`src/rtl/draw_scene_ctrl_if.sv`:
```
// Host/VGA-side bus of draw_scene_ctrl: redraw handshake plus the realigned plot stream.
interface draw_scene_ctrl_if;
   logic        start;
   logic        busy;
   logic        done;
   logic [8:0]  vga_x;
   logic [7:0]  vga_y;
   logic [11:0] vga_colour;
   logic        vga_plot;

   modport master (
      input  start,
      output busy, done, vga_x, vga_y, vga_colour, vga_plot
   );

   modport slave (
      output start,
      input  busy, done, vga_x, vga_y, vga_colour, vga_plot
   );
endinterface

```
`src/rtl/draw_scene_ctrl.sv`:
```
// Scene redraw sequencer (background, gold sprites, stone sprites) and plot realignment stage.
// Optional TRANSPARENT_KEY_EN: sprite pixels with colour 12'h000 are not plotted.
module draw_scene_ctrl #(
   parameter int BG_W      = 320,
   parameter int BG_H      = 240,
   parameter int NUM_GOLD  = 8,
   parameter int NUM_STONE = 8
) (
   input  logic              clk,
   input  logic              resetn,
   draw_scene_ctrl_if.master bus,
   input  logic [17:0]       background_cout,
   input  logic [8:0]        gold_pixel_cout,
   input  logic [8:0]        stone_pixel_cout,
   input  logic [7:0]        gold_count,
   input  logic [7:0]        stone_count,
   input  logic [8:0]        X_out_background,
   input  logic [8:0]        Y_out_background,
   input  logic [11:0]       Color_out_background,
   input  logic [8:0]        X_out_gold,
   input  logic [7:0]        Y_out_gold,
   input  logic [11:0]       Color_out_gold,
   input  logic [8:0]        X_out_stone,
   input  logic [7:0]        Y_out_stone,
   input  logic [11:0]       Color_out_stone,
   output logic              clear_scene,
   output logic [2:0]        bg_ctrl,
   output logic [4:0]        gold_ctrl,
   output logic [4:0]        stone_ctrl
);

   typedef enum logic [3:0] {
      S_IDLE, S_CLEAR, S_BG_RUN, S_BG_FLUSH,
      S_GOLD_LOAD, S_GOLD_RUN, S_GOLD_FLUSH, S_GOLD_NEXT,
      S_STONE_LOAD, S_STONE_RUN, S_STONE_FLUSH, S_STONE_NEXT,
      S_DONE
   } state_t;

   typedef enum logic [1:0] {
      SEL_BG = 2'd0, SEL_GOLD = 2'd1, SEL_STONE = 2'd2, SEL_NONE = 2'd3
   } sel_t;

   // sprite ctrl words: {resetn_c, enable_c, load_xy, enable_xy_adder, enable_count}
   localparam logic [4:0]  SPR_IDLE = 5'b10000;
   localparam logic [4:0]  SPR_LOAD = 5'b00100;
   localparam logic [4:0]  SPR_RUN  = 5'b11010;
   localparam logic [4:0]  SPR_NEXT = 5'b10001;
   localparam logic [9:0]  BG_W_EXT   = 10'(BG_W);
   localparam logic [17:0] BG_LAST    = {1'b0, 8'(BG_H - 1), 9'(BG_W - 1)};
   localparam logic [8:0]  PIX_LAST   = 9'd255;
   localparam logic [7:0]  GOLD_LAST  = 8'(NUM_GOLD - 1);
   localparam logic [7:0]  STONE_LAST = 8'(NUM_STONE - 1);

   state_t      state, state_n;
   logic        flush_last;
   logic        issue_valid, valid_d1, valid_d2;
   sel_t        issue_sel, sel_d1, sel_d2;
   logic [11:0] colour_mux;
   logic        unused_y_msb;

   assign unused_y_msb = Y_out_background[8];

   always_ff @(posedge clk) begin
      if (!resetn) begin
         state      <= S_IDLE;
         flush_last <= 1'b0;
         valid_d1   <= 1'b0;
         valid_d2   <= 1'b0;
         sel_d1     <= SEL_NONE;
         sel_d2     <= SEL_NONE;
         bus.vga_x  <= '0;
         bus.vga_y  <= '0;
      end else begin
         state      <= state_n;
         flush_last <= (state == S_BG_FLUSH || state == S_GOLD_FLUSH ||
                        state == S_STONE_FLUSH) && !flush_last;
         valid_d1   <= issue_valid;
         valid_d2   <= valid_d1;
         sel_d1     <= issue_sel;
         sel_d2     <= sel_d1;
         // datapath X/Y already carry one register; this is the second stage
         case (sel_d1)
            SEL_BG: begin
               bus.vga_x <= X_out_background;
               bus.vga_y <= Y_out_background[7:0];
            end
            SEL_GOLD: begin
               bus.vga_x <= X_out_gold;
               bus.vga_y <= Y_out_gold;
            end
            SEL_STONE: begin
               bus.vga_x <= X_out_stone;
               bus.vga_y <= Y_out_stone;
            end
            default: ;
         endcase
      end
   end

   always_comb begin
      state_n     = state;
      clear_scene = 1'b1;
      bg_ctrl     = '0;
      gold_ctrl   = SPR_IDLE;
      stone_ctrl  = SPR_IDLE;
      issue_valid = 1'b0;
      issue_sel   = SEL_NONE;
      bus.done    = 1'b0;
      unique case (state)
         S_IDLE:       if (bus.start) state_n = S_CLEAR;
         S_CLEAR: begin
            clear_scene = 1'b0;
            state_n     = S_BG_RUN;
         end
         S_BG_RUN: begin
            bg_ctrl     = '1;
            issue_valid = {1'b0, background_cout[8:0]} < BG_W_EXT;
            issue_sel   = SEL_BG;
            if (background_cout == BG_LAST) state_n = S_BG_FLUSH;
         end
         S_BG_FLUSH:   if (flush_last) state_n = S_GOLD_LOAD;
         S_GOLD_LOAD: begin
            gold_ctrl = SPR_LOAD;
            state_n   = S_GOLD_RUN;
         end
         S_GOLD_RUN: begin
            gold_ctrl   = SPR_RUN;
            issue_valid = 1'b1;
            issue_sel   = SEL_GOLD;
            if (gold_pixel_cout == PIX_LAST) state_n = S_GOLD_FLUSH;
         end
         S_GOLD_FLUSH: if (flush_last) state_n = S_GOLD_NEXT;
         S_GOLD_NEXT: begin
            gold_ctrl = SPR_NEXT;
            state_n   = (gold_count == GOLD_LAST) ? S_STONE_LOAD : S_GOLD_LOAD;
         end
         S_STONE_LOAD: begin
            stone_ctrl = SPR_LOAD;
            state_n    = S_STONE_RUN;
         end
         S_STONE_RUN: begin
            stone_ctrl  = SPR_RUN;
            issue_valid = 1'b1;
            issue_sel   = SEL_STONE;
            if (stone_pixel_cout == PIX_LAST) state_n = S_STONE_FLUSH;
         end
         S_STONE_FLUSH: if (flush_last) state_n = S_STONE_NEXT;
         S_STONE_NEXT: begin
            stone_ctrl = SPR_NEXT;
            state_n    = (stone_count == STONE_LAST) ? S_DONE : S_STONE_LOAD;
         end
         S_DONE: begin
            bus.done = 1'b1;
            state_n  = S_IDLE;
         end
         default:      state_n = S_IDLE;
      endcase
   end

   always_comb begin
      colour_mux = '0;
      case (sel_d2)
         SEL_BG:    colour_mux = Color_out_background;
         SEL_GOLD:  colour_mux = Color_out_gold;
         SEL_STONE: colour_mux = Color_out_stone;
         default:   colour_mux = '0;
      endcase
   end

   assign bus.busy       = (state != S_IDLE);
   assign bus.vga_colour = colour_mux;
`ifdef TRANSPARENT_KEY_EN
   assign bus.vga_plot   = valid_d2 && !(sel_d2 != SEL_BG && colour_mux == 12'h000);
`else
   assign bus.vga_plot   = valid_d2;
`endif

endmodule

```
`src/flat_wrapper.sv`:
```
// flat-port wrapper written by rule: the top's interface ports become plain ports
module draw_scene_ctrl_flat 
#(
   parameter int BG_W      = 320,
   parameter int BG_H      = 240,
   parameter int NUM_GOLD  = 8,
   parameter int NUM_STONE = 8
)
  (clk, resetn, background_cout, gold_pixel_cout, stone_pixel_cout, gold_count, stone_count, X_out_background, Y_out_background, Color_out_background, X_out_gold, Y_out_gold, Color_out_gold, X_out_stone, Y_out_stone, Color_out_stone, clear_scene, bg_ctrl, gold_ctrl, stone_ctrl, bus_start, bus_busy, bus_done, bus_vga_x, bus_vga_y, bus_vga_colour, bus_vga_plot);
  draw_scene_ctrl_if bus_i ();
  input  logic clk;
  input  logic resetn;
  input  logic [17:0] background_cout;
  input  logic [8:0] gold_pixel_cout;
  input  logic [8:0] stone_pixel_cout;
  input  logic [7:0] gold_count;
  input  logic [7:0] stone_count;
  input  logic [8:0] X_out_background;
  input  logic [8:0] Y_out_background;
  input  logic [11:0] Color_out_background;
  input  logic [8:0] X_out_gold;
  input  logic [7:0] Y_out_gold;
  input  logic [11:0] Color_out_gold;
  input  logic [8:0] X_out_stone;
  input  logic [7:0] Y_out_stone;
  input  logic [11:0] Color_out_stone;
  output logic clear_scene;
  output logic [2:0] bg_ctrl;
  output logic [4:0] gold_ctrl;
  output logic [4:0] stone_ctrl;
  input wire logic [$bits(bus_i.start)-1:0] bus_start;
  output wire logic [$bits(bus_i.busy)-1:0] bus_busy;
  output wire logic [$bits(bus_i.done)-1:0] bus_done;
  output wire logic [$bits(bus_i.vga_x)-1:0] bus_vga_x;
  output wire logic [$bits(bus_i.vga_y)-1:0] bus_vga_y;
  output wire logic [$bits(bus_i.vga_colour)-1:0] bus_vga_colour;
  output wire logic [$bits(bus_i.vga_plot)-1:0] bus_vga_plot;
  assign bus_i.start = bus_start;
  assign bus_busy = bus_i.busy;
  assign bus_done = bus_i.done;
  assign bus_vga_x = bus_i.vga_x;
  assign bus_vga_y = bus_i.vga_y;
  assign bus_vga_colour = bus_i.vga_colour;
  assign bus_vga_plot = bus_i.vga_plot;
  draw_scene_ctrl #(.BG_W(BG_W), .BG_H(BG_H), .NUM_GOLD(NUM_GOLD), .NUM_STONE(NUM_STONE)) u_core (.clk(clk), .resetn(resetn), .bus(bus_i), .background_cout(background_cout), .gold_pixel_cout(gold_pixel_cout), .stone_pixel_cout(stone_pixel_cout), .gold_count(gold_count), .stone_count(stone_count), .X_out_background(X_out_background), .Y_out_background(Y_out_background), .Color_out_background(Color_out_background), .X_out_gold(X_out_gold), .Y_out_gold(Y_out_gold), .Color_out_gold(Color_out_gold), .X_out_stone(X_out_stone), .Y_out_stone(Y_out_stone), .Color_out_stone(Color_out_stone), .clear_scene(clear_scene), .bg_ctrl(bg_ctrl), .gold_ctrl(gold_ctrl), .stone_ctrl(stone_ctrl));
endmodule
```
`config.mk`:
```
export PLATFORM = sky130hd
export DESIGN_NAME = draw_scene_ctrl_flat
export DESIGN_NICKNAME = d
export VERILOG_FILES = /design/src/rtl/draw_scene_ctrl_if.sv /design/src/rtl/draw_scene_ctrl.sv /design/src/flat_wrapper.sv
export SDC_FILE = /design/constraint.sdc
export NUM_CORES = 1
export LEC_CHECK = 0
export ABC_CLOCK_PERIOD_IN_PS = 1800
export CAP_MARGIN = 30
export CORE_MARGIN = 2
export CORE_UTILIZATION = 30
export DETAILED_ROUTE_END_ITERATION = 10
export GPL_ROUTABILITY_DRIVEN = 1
export GPL_TIMING_DRIVEN = 0
export PLACE_DENSITY = 0.85
export SLEW_MARGIN = 20
export SYNTH_ARGS = -nofsm -noshare
export SYNTH_HDL_FRONTEND = slang
export SYNTH_SLANG_ARGS = --single-unit
```
`constraint.sdc`:
```
create_clock -name clk -period 1.8 [get_ports clk]
set_input_delay 0.27 -clock clk [delete_from_list [all_inputs] [get_ports clk]]
set_output_delay 0.27 -clock clk [all_outputs]
set_load 0.01 [all_outputs]
```
* Yosys cells after proc, flatten, opt, wreduce, memory -nomap -nowiden *
Index checks and enable logic that the tools add are counted.

cells by class
  $lt $le $gt $ge = 1
  reductions and logical operators = 11
  muxes and demuxes = 20
  equal/unequal tests = 28

operator list
  kind                                                                      count
  4-bit case mux with 12 select lines                                       1
  12-bit case mux with 3 select lines                                       1
  4-bit two-way mux                                                         8
  5-bit case mux with 3 select lines                                        2
  9-bit case mux with 3 select lines                                        1
  8-bit case mux with 3 select lines                                        1
  4-bit equality test (second input constant)                               5
  18-bit by 17-bit equality test with 1-bit output (second input constant)  1
  9-bit by 8-bit equality test with 1-bit output (second input constant)    2
  4-bit by 3-bit equality test with 1-bit output (second input constant)    4
  8-bit by 3-bit equality test with 1-bit output (second input constant)    2
  2-bit by 1-bit inequality test with 1-bit output (second input constant)  6
  9-bit < comparator (second input constant)                                1
  4-bit by 2-bit equality test with 1-bit output (second input constant)    2
  7-bit AND reduction                                                       1
  3-bit two-way mux                                                         2
  2-bit case mux with 3 select lines                                        1
  2-bit by 1-bit equality test with 1-bit output (second input constant)    2
  2-bit equality test (second input constant)                               2
  4-bit by 1-bit equality test with 1-bit output (second input constant)    1
  2-bit logical NOT                                                         2
  4-bit logical NOT                                                         1
  4-bit nonzero test                                                        1
  3-bit nonzero test                                                        1
  other kinds (7)                                                           9

storage, ports and cells
  logic and storage cells = 68
  register bits = 28
  output and inout bits = 46
  bits of input ports = 143

* Depth between registers and ports, before layout *
  depth in word-level cells = 4
  gate-level depth with buffers = 8
  depth with buffers taken out = 6

* Worst setup path before layout *
Ideal clock, no wire load.

  kind = reg-to-reg
  start point = reg u_core.state[2]
  end point = reg u_core.state[0]
  clock period less this slack = 1.630 ns
  stages on the path, launching flop included = 6
  data arrival time = 1.514 ns
  setup time = 0.116 ns
  slack = 0.170 ns
  path buffers = 2
  path through = dfxtp_1 > buf_6 > clkbuf_1 > nor3_1 > o41ai_1 > a41o_1

on the way
  cells in the longest elaborated chain, start to end = 3
  elaborated cells on any way between the ends = 21
  those cells by class = 18 x eq/ne; 1 x mux; 2 x reduce/logical

ends and longest elaborated chain
  element                                                                                                     RTL line                source
  start, declared                                                                                             draw_scene_ctrl.sv:54   state_t state, state_n;
  start signal, assigned                                                                                      draw_scene_ctrl.sv:74   state <= state_n;
  4-bit by 2-bit equality test with 1-bit output (tied with other cells)                                      draw_scene_ctrl.sv:109  unique case (state)
  2-bit by 1-bit inequality test with 1-bit output (no line) / 2-bit inequality test (equally long branches)  n/a
  7-bit AND reduction (no line)                                                                               n/a

Parallel ways exist; a longest one is shown, timed or not.
A chain may end at the register's enable or synchronous reset.

* Worst setup path after layout *
  start point = reg u_core.state[3]
  end point = out bus_busy

on the way
  cells in the longest elaborated chain, start to end = 1

ends and longest elaborated chain
  element             RTL line                source
  4-bit nonzero test  draw_scene_ctrl.sv:170  assign bus.busy = (state != S_IDLE);
  end, declared       flat_wrapper.sv:32      output wire logic [$bits(bus_i.busy)-1:0] bus_busy;

Every way passes these cells.

==> reports/summary.txt <==
Flop pwr share: 0.247
setup ws final: 0.0574 ns
total power divided by cell area: 837 nW/um2
skew final: 0.00516 ns
final core occ: 0.665
initial antenna violation count: 0
internal power: 2.27 mW
register area share after synthesis: 0.287
clk sinks: 28
Fill cells: 548
I/O Buffers: 186
WP data arrival: 1.47 ns
vias in the first global route: 2676
Rows: 29
area of the multi-input gates: 1310 um2
Cells after Synth: 260
total CTS buffers: 3
Diodes inserted: 0
H-tree depth: 1
most common cell after layout, fill and taps aside: clkdlybuf4s50_1
Critical Path Sink Type: primary output
Cell Area, Synth: 1950 um2
Final Wtd Congestion: 0.812
Reg area: 578 um2
CP Max Fanout: 5
initial core utilization: 0.309
worst path required time: 1.53 ns
Slew Viols, Final: 0
critical path type: reg2out
area leader, netlist: dfxtp_1
WL final: 7850 um
wire length of the first global-routing pass: 12200 um
Hold WS: 0.353 ns
Die X: 84.6 um
sw frac: 0.353
Period Utilization, post-route: 0.968
share of cells above drive strength 1: 0.135
Yosys reg bits: 28
Pwr Total: 3.51 mW
Critical-path top delay cell: or4_4
Detailed Routing Iterations Pass 1: 5
worst slack, placed: -0.439 ns
Critical Path Start Type: flop
unrepaired setup endpoints after global routing: yes
Comb power frac: 0.611
Crit path largest cell delay: 0.41 ns
post-synth top area share: 0.287
mean post-synth cell area: 7.50 um2
Final ANT Viol Nets: 0
P_sw: 1.24 mW
maximum capacitance violations: 0
initial DRC count: 76
die area: 7160 um2
Max Root-Sink Buffers: 2
pin count of the biggest net entering global routing: 17
commonest cells after routing, fill and taps aside: clkdlybuf4s50_1, nor2_1, nand2_1
Final min period: 1.74 ns
clock latency on the worst-skew pair: 0.27 ns
warnings from Yosys: 0
I/O pins: 189
Die Y: 84.6 um
Post-route DRC: 0
GRT Overall Usage: 0.207
worst slew pin tran: 0.594 ns
post-DP HPWL: 6210 um
static leakage: 1.80 nW
CTS hold repair buffers: 0
P&R area growth vs syn: 115%
worst vdd ir: 0.000583 V
final setup fails: 0
global route overflow: 0
final hold vios: 0
Yosys cell types: 40
run status: complete, no violations
CTS clk-pin slew, worst paths: 0.09 ns
vias per cell: 5.05
WL per Instance: 14.6 um
clk root buf: clkbuf_8
Clk pwr share: 0.142
Final nets: 606
worst-path cell chain: buf_12 > or4_4 > dlygate4sd2_1
leading cell types by total area after synthesis: dfxtp_1, a221oi_1, nor2b_1
core area: 6310 um2
worst min path class: in2reg
CTS tree: built
Max Fclk: 0.574 GHz
max_slew headroom: 0.601
DR vias: 2709
Post-Syn Nets: 406
==> cell usage after synthesis <==
| library cell | instances |
|---|---|
| o31ai_1 | 2 |
| a31o_2 | 1 |
| a221oi_1 | 17 |
| and2_1 | 2 |
| buf_2 | 2 |
| a21oi_1 | 20 |
| nand4b_1 | 4 |
| o21a_1 | 1 |
| nor2_1 | 25 |
| clkbuf_1 | 17 |
| nand4_1 | 4 |
| xor2_1 | 1 |
| or3_1 | 5 |
| mux2i_1 | 13 |
| inv_1 | 6 |
| nand2_1 | 23 |
| a41oi_1 | 1 |
| nor2b_1 | 21 |
| buf_1 | 2 |
| nor4_1 | 1 |
| or2_4 | 1 |
| or4b_1 | 1 |
| or4_4 | 1 |
| buf_4 | 4 |
| and3_1 | 2 |
| and4bb_2 | 2 |
| o2111ai_1 | 1 |
| a211oi_1 | 1 |
| or4bb_1 | 1 |
| buf_6 | 1 |
| o21ai_0 | 15 |
| nor3_1 | 19 |
| ha_1 | 3 |
| o41ai_1 | 2 |
| dfxtp_1 | 28 |
| nand3_1 | 3 |
| a41o_1 | 1 |
| a41oi_2 | 1 |
| and4_1 | 1 |
| nand2b_1 | 4 |
==> metrics by stage <==
stage / cell area (um2) / setup TNS (ns) / cells
after detailed placement: 3910 / -4.00 / 523
final: 4200 / 0 / 536
after global routing: 4200 / -0.0128 / 536
after CTS: 4100 / 0 / 532
after floorplan: 1950 / 0 / 260
after global placement: 3910 / -3.26 / 523
==> critical path, delay by kind of cell, from the launching register on <==
family	cells	cell delay, ns
buf+inv	2	0.43
flops	1	0.37
simple gates	1	0.41
==> path summary, 6_finish.rpt <==
check,start,to,slack [ns],cells after the start
max,u_core.state[3],bus_busy,0.06,3
min,resetn,u_core.sel_d2[0],0.35,2
max reg2reg,u_core.sel_d1[1],u_core.bus.vga_y[4],0.13,7
min reg2reg,u_core.valid_d1,u_core.bus.vga_plot,0.45,1
==> power by group through the flow <==
stage               registers [mW]  logic, mW  clock network, mW
floorplan                    0.888       1.00                  0
finish                       0.868       2.15              0.498
global placement             0.848       1.93                  0
detailed placement           0.855       1.95                  0
CTS                          0.858       2.01              0.514
global route                 0.892       2.32              0.544
==> metal layers <==
layer | track usage | vias up | part of all wire
li1 | - | 1343 | -
met4 | 0.0462 | 0 | 0.017
met5 | 0 | - | 0
met2 | 0.389 | 128 | 0.53
met1 | 0.234 | 1226 | 0.38
met3 | 0.0492 | 12 | 0.080
==> flip-flops by register name, summed over array words and instances, names as in the netlist <==
signal               flops
u_core.state             4
u_core.flush_last        1
u_core.bus.vga_x         9
u_core.sel_d2            2
u_core.bus.vga_y         8
u_core.valid_d1          1
u_core.sel_d1            2
u_core.bus.vga_plot      1
==> logic make-up after synthesis <==
logic type	share of synthesized area
muxes	0.0667
xor gates and xnor gates	0.00449
and+or+nand+nor	0.330
DFF	0.287
adders and majority gates	0.0192
AOI/OAI and AO/OA	0.217
buffers and inverters	0.0744
==> cell type report <==
type / count / area share
Timing Repair Buffer: 198 / 0.458
Tap cell: 77 / 0.0229
Buffer: 23 / 0.0465
Clock inverter: 1 / 0.00715
Inverter: 6 / 0.00536
Clock buffer: 3 / 0.00983
Multi-Input combinational cell: 200 / 0.313
Sequential cell: 28 / 0.138
==> timing repair <==
item | in CTS | in global routing
gates resized for setup | 79 | 26
pin swaps | 4 | 1
endpoints found under the setup margin | 37 | 27
gates cloned | 0 | 0
setup buffers | 6 | 6
(Power assumes the default switching activity.)
